===== config.mk =====
export PLATFORM = sky130hd
export DESIGN_NAME = mc_controller
export DESIGN_NICKNAME = d
export VERILOG_FILES = /design/src/rtl/mc_controller.sv
export SDC_FILE = /design/constraint.sdc
export NUM_CORES = 1
export LEC_CHECK = 0
export CAP_MARGIN = 20
export CORE_ASPECT_RATIO = 0.9
export CORE_MARGIN = 10
export CORE_UTILIZATION = 40
export DETAILED_ROUTE_END_ITERATION = 10
export GPL_TIMING_DRIVEN = 0
export PLACE_DENSITY_LB_ADDON = 0.12
export SKIP_LAST_GASP = 1
export SLEW_MARGIN = 40
export SYNTH_ARGS = -nofsm -noshare
export SYNTH_HDL_FRONTEND = slang
export SYNTH_SLANG_ARGS = --single-unit

===== constraint.sdc =====
create_clock -name clk -period 2.45 [get_ports clk]
set_input_delay 0.3675 -clock clk [delete_from_list [all_inputs] [get_ports clk]]
set_output_delay 0.3675 -clock clk [all_outputs]
set_load 0.02 [all_outputs]

===== src/rtl/mc_controller.sv =====
// Multicycle ARM control FSM: sequences the datapath and owns NZCV.
// Optional BL link write enabled by defining MC_CTRL_BL_EN.
module mc_controller (
  input  logic       clk,
  input  logic       reset,
  input  logic [3:0] Cond,
  input  logic [1:0] Op,
  input  logic [5:0] Funct,
  input  logic [3:0] Rd,
  input  logic [3:0] ALUFlags,
  output logic       PCWrite,
  output logic       MemWrite,
  output logic       RegWrite,
  output logic       IRWrite,
  output logic       AdrSrc,
  output logic [1:0] RegSrc,
  output logic [1:0] ALUSrcA,
  output logic [1:0] ALUSrcB,
  output logic [1:0] ResultSrc,
  output logic [1:0] ImmSrc,
  output logic [1:0] ALUControl,
  output logic [3:0] Flags
`ifdef MC_CTRL_BL_EN
  ,
  output logic       LinkWrite
`endif
);

  typedef enum logic [3:0] {
    FETCH,
    DECODE,
    MEMADR,
    MEMRD,
    MEMWB,
    MEMWR,
    EXECUTER,
    EXECUTEI,
    ALUWB,
    BRANCH
  } state_t;

  state_t     r_state;
  logic [3:0] r_flags;

  logic       w_irw;
  logic       w_adr;
  logic [1:0] w_srca;
  logic [1:0] w_srcb;
  logic [1:0] w_res;
  logic       w_nextpc;
  logic       w_regw;
  logic       w_memw;
  logic       w_branch;
  logic       w_aluop;
  logic [1:0] w_cmdctl;
  logic       w_nowrite;
  logic [1:0] w_flagw;
  logic       w_condex;
  logic       w_pcs;
  logic       w_n;
  logic       w_z;
  logic       w_c;
  logic       w_v;

  assign {w_n, w_z, w_c, w_v} = r_flags;

  always_comb begin
    w_condex = 1'b0;
    unique case (Cond)
      4'b0000: w_condex = w_z;
      4'b0001: w_condex = ~w_z;
      4'b0010: w_condex = w_c;
      4'b0011: w_condex = ~w_c;
      4'b0100: w_condex = w_n;
      4'b0101: w_condex = ~w_n;
      4'b0110: w_condex = w_v;
      4'b0111: w_condex = ~w_v;
      4'b1000: w_condex = w_c & ~w_z;
      4'b1001: w_condex = ~w_c | w_z;
      4'b1010: w_condex = (w_n == w_v);
      4'b1011: w_condex = (w_n != w_v);
      4'b1100: w_condex = ~w_z & (w_n == w_v);
      4'b1101: w_condex = w_z | (w_n != w_v);
      4'b1110: w_condex = 1'b1;
      default: w_condex = 1'b0;
    endcase
  end

  // NoWrite is decoded from cmd alone; it is consumed in ALUWB
  always_comb begin
    w_cmdctl  = 2'b00;
    w_nowrite = 1'b1;
    unique case (Funct[4:1])
      4'b0100: begin w_cmdctl = 2'b00; w_nowrite = 1'b0; end
      4'b0010: begin w_cmdctl = 2'b01; w_nowrite = 1'b0; end
      4'b0000: begin w_cmdctl = 2'b10; w_nowrite = 1'b0; end
      4'b1100: begin w_cmdctl = 2'b11; w_nowrite = 1'b0; end
      4'b1010: begin w_cmdctl = 2'b01; w_nowrite = 1'b1; end
      default: begin w_cmdctl = 2'b00; w_nowrite = 1'b1; end
    endcase
  end

  always_comb begin
    w_irw    = 1'b0;
    w_adr    = 1'b0;
    w_srca   = 2'b00;
    w_srcb   = 2'b00;
    w_res    = 2'b00;
    w_nextpc = 1'b0;
    w_regw   = 1'b0;
    w_memw   = 1'b0;
    w_branch = 1'b0;
    w_aluop  = 1'b0;
    unique case (r_state)
      FETCH: begin
        w_irw    = 1'b1;
        w_srca   = 2'b01;
        w_srcb   = 2'b10;
        w_res    = 2'b10;
        w_nextpc = 1'b1;
      end
      DECODE: begin
        w_srca = 2'b01;
        w_srcb = 2'b10;
        w_res  = 2'b10;
      end
      MEMADR:   w_srcb = 2'b01;
      MEMRD:    w_adr = 1'b1;
      MEMWB: begin
        w_res  = 2'b01;
        w_regw = 1'b1;
      end
      MEMWR: begin
        w_adr  = 1'b1;
        w_memw = 1'b1;
      end
      EXECUTER: w_aluop = 1'b1;
      EXECUTEI: begin
        w_srcb  = 2'b01;
        w_aluop = 1'b1;
      end
      ALUWB:    w_regw = ~w_nowrite;
      BRANCH: begin
        w_srcb   = 2'b01;
        w_res    = 2'b10;
        w_branch = 1'b1;
      end
      default: ;
    endcase
  end

  assign w_flagw = (w_aluop & Funct[0]) ?
                   (w_cmdctl[1] ? 2'b10 : 2'b11) : 2'b00;
  assign w_pcs   = w_branch | (w_regw & (Rd == 4'd15));

  assign PCWrite    = ~reset & ((w_pcs & w_condex) | w_nextpc);
  assign RegWrite   = ~reset & w_regw & w_condex;
  assign MemWrite   = ~reset & w_memw & w_condex;
  assign IRWrite    = ~reset & w_irw;
  assign AdrSrc     = w_adr;
  assign RegSrc     = {Op == 2'b01, Op == 2'b10};
  assign ALUSrcA    = w_srca;
  assign ALUSrcB    = w_srcb;
  assign ResultSrc  = w_res;
  assign ImmSrc     = Op;
  assign ALUControl = w_aluop ? w_cmdctl : 2'b00;
  assign Flags      = r_flags;

`ifdef MC_CTRL_BL_EN
  assign LinkWrite = ~reset & w_branch & Funct[4] & w_condex;
`endif

  always_ff @(posedge clk) begin
    if (reset) begin
      r_state <= FETCH;
      r_flags <= 4'b0000;
    end else begin
      if (w_flagw[1] & w_condex)
        r_flags[3:2] <= ALUFlags[3:2];
      if (w_flagw[0] & w_condex)
        r_flags[1:0] <= ALUFlags[1:0];
      unique case (r_state)
        FETCH:  r_state <= DECODE;
        DECODE: begin
          unique case (Op)
            2'b01:   r_state <= MEMADR;
            2'b00:   r_state <= Funct[5] ? EXECUTEI : EXECUTER;
            2'b10:   r_state <= BRANCH;
            default: r_state <= FETCH;
          endcase
        end
        MEMADR:   r_state <= Funct[0] ? MEMRD : MEMWR;
        MEMRD:    r_state <= MEMWB;
        MEMWB:    r_state <= FETCH;
        MEMWR:    r_state <= FETCH;
        EXECUTER: r_state <= ALUWB;
        EXECUTEI: r_state <= ALUWB;
        ALUWB:    r_state <= FETCH;
        BRANCH:   r_state <= FETCH;
        default:  r_state <= FETCH;
      endcase
    end
  end

endmodule

Word-level counts from Yosys, hierarchy flattened

Index checks and enable logic that the tools add are counted.
W data, S select, Z words.

Output and inout port bits: 21
Logic and storage cells: 86
Bits in registers: 8

Eq/ne operators: 32
Mux-type cells: 18
Reductions and logical operators: 11
Bitwise gates (word level): 22

Operators with widths:

| cell                 | count |
|---|---|
| $eq A4 B4 Y1 const B | 12 |
| $eq A4 B3 Y1 const B | 9 |
| $eq A4 B2 Y1 const B | 5 |
| $pmux W4 S5          | 1 |
| $pmux W1 S15         | 1 |
| $and A1 B1 Y1        | 13 |
| $logic_not A4 Y1     | 3 |
| $pmux W4 S3          | 1 |
| $eq A4 B1 Y1 const B | 2 |
| $mux W1              | 8 |
| $pmux W2 S2          | 2 |
| $reduce_or A2 Y1     | 4 |
| $pmux W2 S3          | 1 |
| $reduce_or A3 Y1     | 2 |
| $not A1 Y1           | 5 |
| $mux W2              | 2 |
| $or A1 B1 Y1         | 4 |
| $reduce_or A4 Y1     | 1 |
| $mux W3              | 1 |
| $eq A2 B1 Y1 const B | 1 |
| $eq A2 B2 Y1 const B | 1 |
| $logic_not A2 Y1     | 1 |
| $pmux W1 S2          | 1 |
| $eq A1 B1 Y1         | 1 |
| $ne A1 B1 Y1         | 1 |

Longest topological paths before layout

Word-level depth: 8
Mapped depth: 6
Gate-level depth less buffers: 5

Worst setup path before layout

Ideal clock, no wire load.

Path kind: reg2out
Start: register r_flags[3] (netlist: Flags[3])
End: output port PCWrite
Required time: 2.082 ns
Setup slack: 0.144 ns
Arrival: 1.938 ns
Cell stages (with the launch flop): 7
Path through: dfxtp_1 buf_2 and2b_2 o21ai_0 a311o_1 and3_4 o41ai_2

Cells in the longest elaborated chain, start to end: 6
Elaborated cells on any way between the ends: 9

Ends and longest elaborated chain:

| item                                                 | line   | source |
|---|---|---|
| start, declared                                      | 43     | `logic [3:0] r_flags;` |
| start signal, assigned                               | 179    | `r_flags[3:2] <= ALUFlags[3:2];` |
| $ne A1 B1 Y1 / $eq A1 B1 Y1 (equally long branches)  | --     |  |
| $or A1 B1 Y1 / $and A1 B1 Y1 (equally long branches) | 83, 82 |  |
| $pmux W1 S15 *                                       | 69     | `unique case (Cond)` |
| $and A1 B1 Y1 *                                      | 156    | `assign PCWrite = ~reset & ((w_pcs & w_condex) \| w_nextpc);` |
| $or A1 B1 Y1 *                                       | 156    |  |
| $and A1 B1 Y1 *                                      | 156    |  |
| end, declared                                        | 11     | `output logic PCWrite,` |

Mark *: on every way between the ends. The rest lies on a longest branch, timed or not.

Worst setup path after layout

Start: input port Funct[3]
End: output port ALUControl[0]

Cells in the longest elaborated chain, start to end: 4
Elaborated cells on any way between the ends: 7

Ends and longest elaborated chain:

| item                                                | line | source |
|---|---|---|
| start, declared                                     | 8    | `input logic [5:0] Funct,` |
| $eq A4 B2 Y1 / $eq A4 B4 Y1 (equally long branches) | 93   | `unique case (Funct[4:1])` |
| $reduce_or A2 Y1 (no line)                          | --   |  |
| $pmux W2 S3 *                                       | 93   |  |
| $mux W2 *                                           | 166  | `assign ALUControl = w_aluop ? w_cmdctl : 2'b00;` |
| end, declared                                       | 21   | `output logic [1:0] ALUControl,` |

Marks and branches as above.

==> reports/qor.yml <==
outcome:
  status: "finished clean"
critical_path:
  cp_max_fo: 4
  crit_start: "Funct[3]"
  crit_family: "buffers and inverters"
  cpMostUsedCell: "clkdlybuf4s50_1"
  critPathCaptureType: "output port"
  cp-start-kind: "input pin"
  r2r-start: "Flags[3]"
  required_ns: 2.08
  cp.depth: 5
  endpoint: "ALUControl[0]"
  cpMaxStageDelayCell: "clkdlybuf4s50_1"
  r2r_slack_ns: 0.57
  worstPathArrival_ns: 2.05
  cp_cell_sequence: "clkdlybuf4s50_1, nand2_1, mux2_2, nor3_1, clkdlybuf4s50_1"
  r2r_end: "Flags[3]"
  reg2regPathDepth: 8
  cpPeakStageDelay_ns: 0.64
  worstSetupPathType: "in2out"
  crit_buf_inv: 2
timing:
  period_needed_ns: 2.42
  setup_ws_ns: 0.0306
  drv_slew: 0
  setup_violations: 0
  fmax_ghz: 0.413
  fin_hold_ws_ns: 0.515
  period_share_pct: 98.8
  hold_viol: 0
  tns_ns: 0
  finClkSkew_ns: 0.00542
  rsz0062_at_grt: "yes"
synth:
  syn_avg_cell_area_um2: 7.65
  yosys_warnings: 0
  yosys_most_used_dff: "dfxtp_1"
  synth_area_um2: 872
  synth.distinct_cells: 42
  synth_edf_count: 0
  synthesis.nets: 136
  synthCells: 114
  async_flop_share_pct: 0
  ys_ff_latch: 8
  ys_seq_area_share_pct: 18.4
finish:
  syn_to_final_growth_pct: 54.1
  antenna_cells: 0
  layout_commonest_cell: "clkdlybuf4s50_1"
  register_area_um2: 163
  multi_input_area_um2: 641
  n_fill_cell: 196
  layout_common_cells: "clkdlybuf4s50_1, nor3_1, nand2b_1"
  layout-drive-gt1-share_pct: 18.9
  fin_nets: 183
clocking:
  clk_pin_slew_ns: 0.06
  cts_sinks: 8
  clockBufferDepth: 2
  cts_root_buf: "clkbuf_4"
  cts_buffers: 3
  htree_levels: 1
  tritoncts: "built"
  clock_latency_ns: 0.26
pwr:
  p_sw_uw: 149
  swShare_pct: 34.4
  p_int_uw: 285
  combPwrFrac_pct: 42.3
  ir_drop_v: 0.000264
  share_seq_of_total_power_pct: 32.7
  power_density_nw_per_um2: 323
  p_clk_share_pct: 25.0
  leakagePower_nw: 0.525
route:
  wl_met3_um: 214
  drc_errors: 0
  top_layer_used: "met4"
  dr_wl_met2_um: 1390
  routed_via_density: 5.49
  wl_per_cell_um: 15.9
  antenna_left: 0
  vias: 1011
  routed_wl_um: 2930
  met1Wirelength_um: 1290
  drt-initial-drc-count: 23
  first_pass_iters: 4
place:
  gp_congestion: 0.791
  place_ws_ns: -0.761
  dp_hpwl_um: 2310
  portBuffers: 40
grt:
  grt-ovfl-total: 0
  grt_util_all_layers_pct: 11.8
  antenna_found_initial: 0
  grt_pass1_vias: 956
  grt_max_degree: 11
  grt_first_pass_wirelength_um: 4510
flow_run:
  max_cap_violations: 0
floorplanning:
  rows: 15
  coreArea_um2: 1990
  dieArea_um2: 4450
  die_w_um: 69.2
  io_pins: 43
  die_h_um: 64.3
  initial_utilization_pct: 43.8
hold_path:
  hold_path_class: "reg2reg"
  hold_start: "r_state[0]"
metrics by stage:
| stage | power, mW | cells | utilization [%] | cell area [um2] |
|---|---|---|---|---|
| floorplan | 0.239 | 114 | - | 872 |
| global placement | 0.322 | 179 | 65.5 | 1300 |
| detailed placement | 0.326 | 179 | 65.5 | 1300 |
| CTS | 0.433 | 182 | 66.4 | 1320 |
| global route | 0.461 | 184 | 67.5 | 1340 |
| finish | 0.435 | 184 | 67.5 | 1340 |
final cells by class:
| class | instances | share of cell area (%) |
|---|---|---|
| Buffer | 10 | 4.75 |
| Multi-Input combinational cell | 91 | 47.7 |
| Sequential cell | 8 | 12.1 |
| Inverter | 4 | 1.12 |
| Timing Repair Buffer | 43 | 30.4 |
| Clock buffer | 3 | 1.68 |
| Tap cell | 25 | 2.33 |
repair_timing:
action / in CTS / in global routing
hold buffers: 0 / 0
pin swaps: 1 / 4
buffers inserted: 1 / 2
endpoints found under the setup margin: 7 / 6
gates resized for setup: 19 / 14
worst min path at each step:
| stage | slack [ns] | endpoint | cells after the start |
|---|---|---|---|
| final | 0.52 | r_state[0] | 1 |
| after global routing | 0.55 | r_state[0] | 1 |
| after CTS | 0.54 | Flags[1] | 2 |
| after detailed placement | 0.53 | Flags[1] | 2 |
| after global placement | 0.51 | Flags[1] | 2 |
| after floorplan | 0.52 | Flags[0] | 2 |
synth_stat cells (3+ instances only):
cell / number / share of area (%)
a31oi_1: 5 / 3.6
nor2_1: 8 / 3.4
inv_1: 4 / 1.7
clkbuf_1: 5 / 2.2
a21oi_1: 5 / 2.9
mux2i_1: 6 / 6.9
xor2_1: 3 / 3.0
nor2b_1: 4 / 2.9
nand2_1: 4 / 1.7
nand2b_1: 10 / 7.2
or3_1: 3 / 2.2
dfxtp_1: 8 / 18
buf_4: 3 / 2.6
nor3_1: 11 / 6.3
sequential cells by signal, indices dropped and copies added (netlist names):
| register | count |
|---|---|
| Flags | 4 |
| r_state | 4 |
logic make-up (layout without fill, tap and decap cells):
| group | after synthesis | after routing | share of synthesized area [%] |
|---|---|---|---|
| XOR/XNOR | 5 | 5 | 5.02 |
| buffers and inverters | 15 | 60 | 8.89 |
| flip-flops | 8 | 8 | 18.4 |
| AO/OA/AOI/OAI | 20 | 20 | 16.9 |
| AND/OR/NAND/NOR | 58 | 58 | 42.2 |
| multiplexers | 7 | 7 | 8.18 |
| other | 1 | 1 | 0.430 |
per-layer routing:
layer	up-vias	global-route usage, %
met3	4	5.56
li1	502	-
met2	50	19.1
met1	455	13.6
met4	0	3.52
met5	-	0
worst reg2reg max path, stage by stage (launching register included):
cell and delay, ns:
dfxtp_1 0.34, buf_4 0.17, xor2_1 0.20, and3_2 0.21, o311ai_2 0.12, buf_4 0.16, buf_4 0.13, a31oi_1 0.26
mux2i_1 0.24
power by group through the flow:
stage	Clock (mW)	Combinational (mW)	Sequential (mW)
2_1_floorplan	0	0.0997	0.139
3_3_place_gp	0	0.182	0.140
3_5_place_dp	0	0.186	0.140
4_1_cts	0.112	0.180	0.141
5_1_grt	0.122	0.197	0.143
6_report	0.109	0.184	0.142
Note: power is estimated with default switching activity, not from simulation.
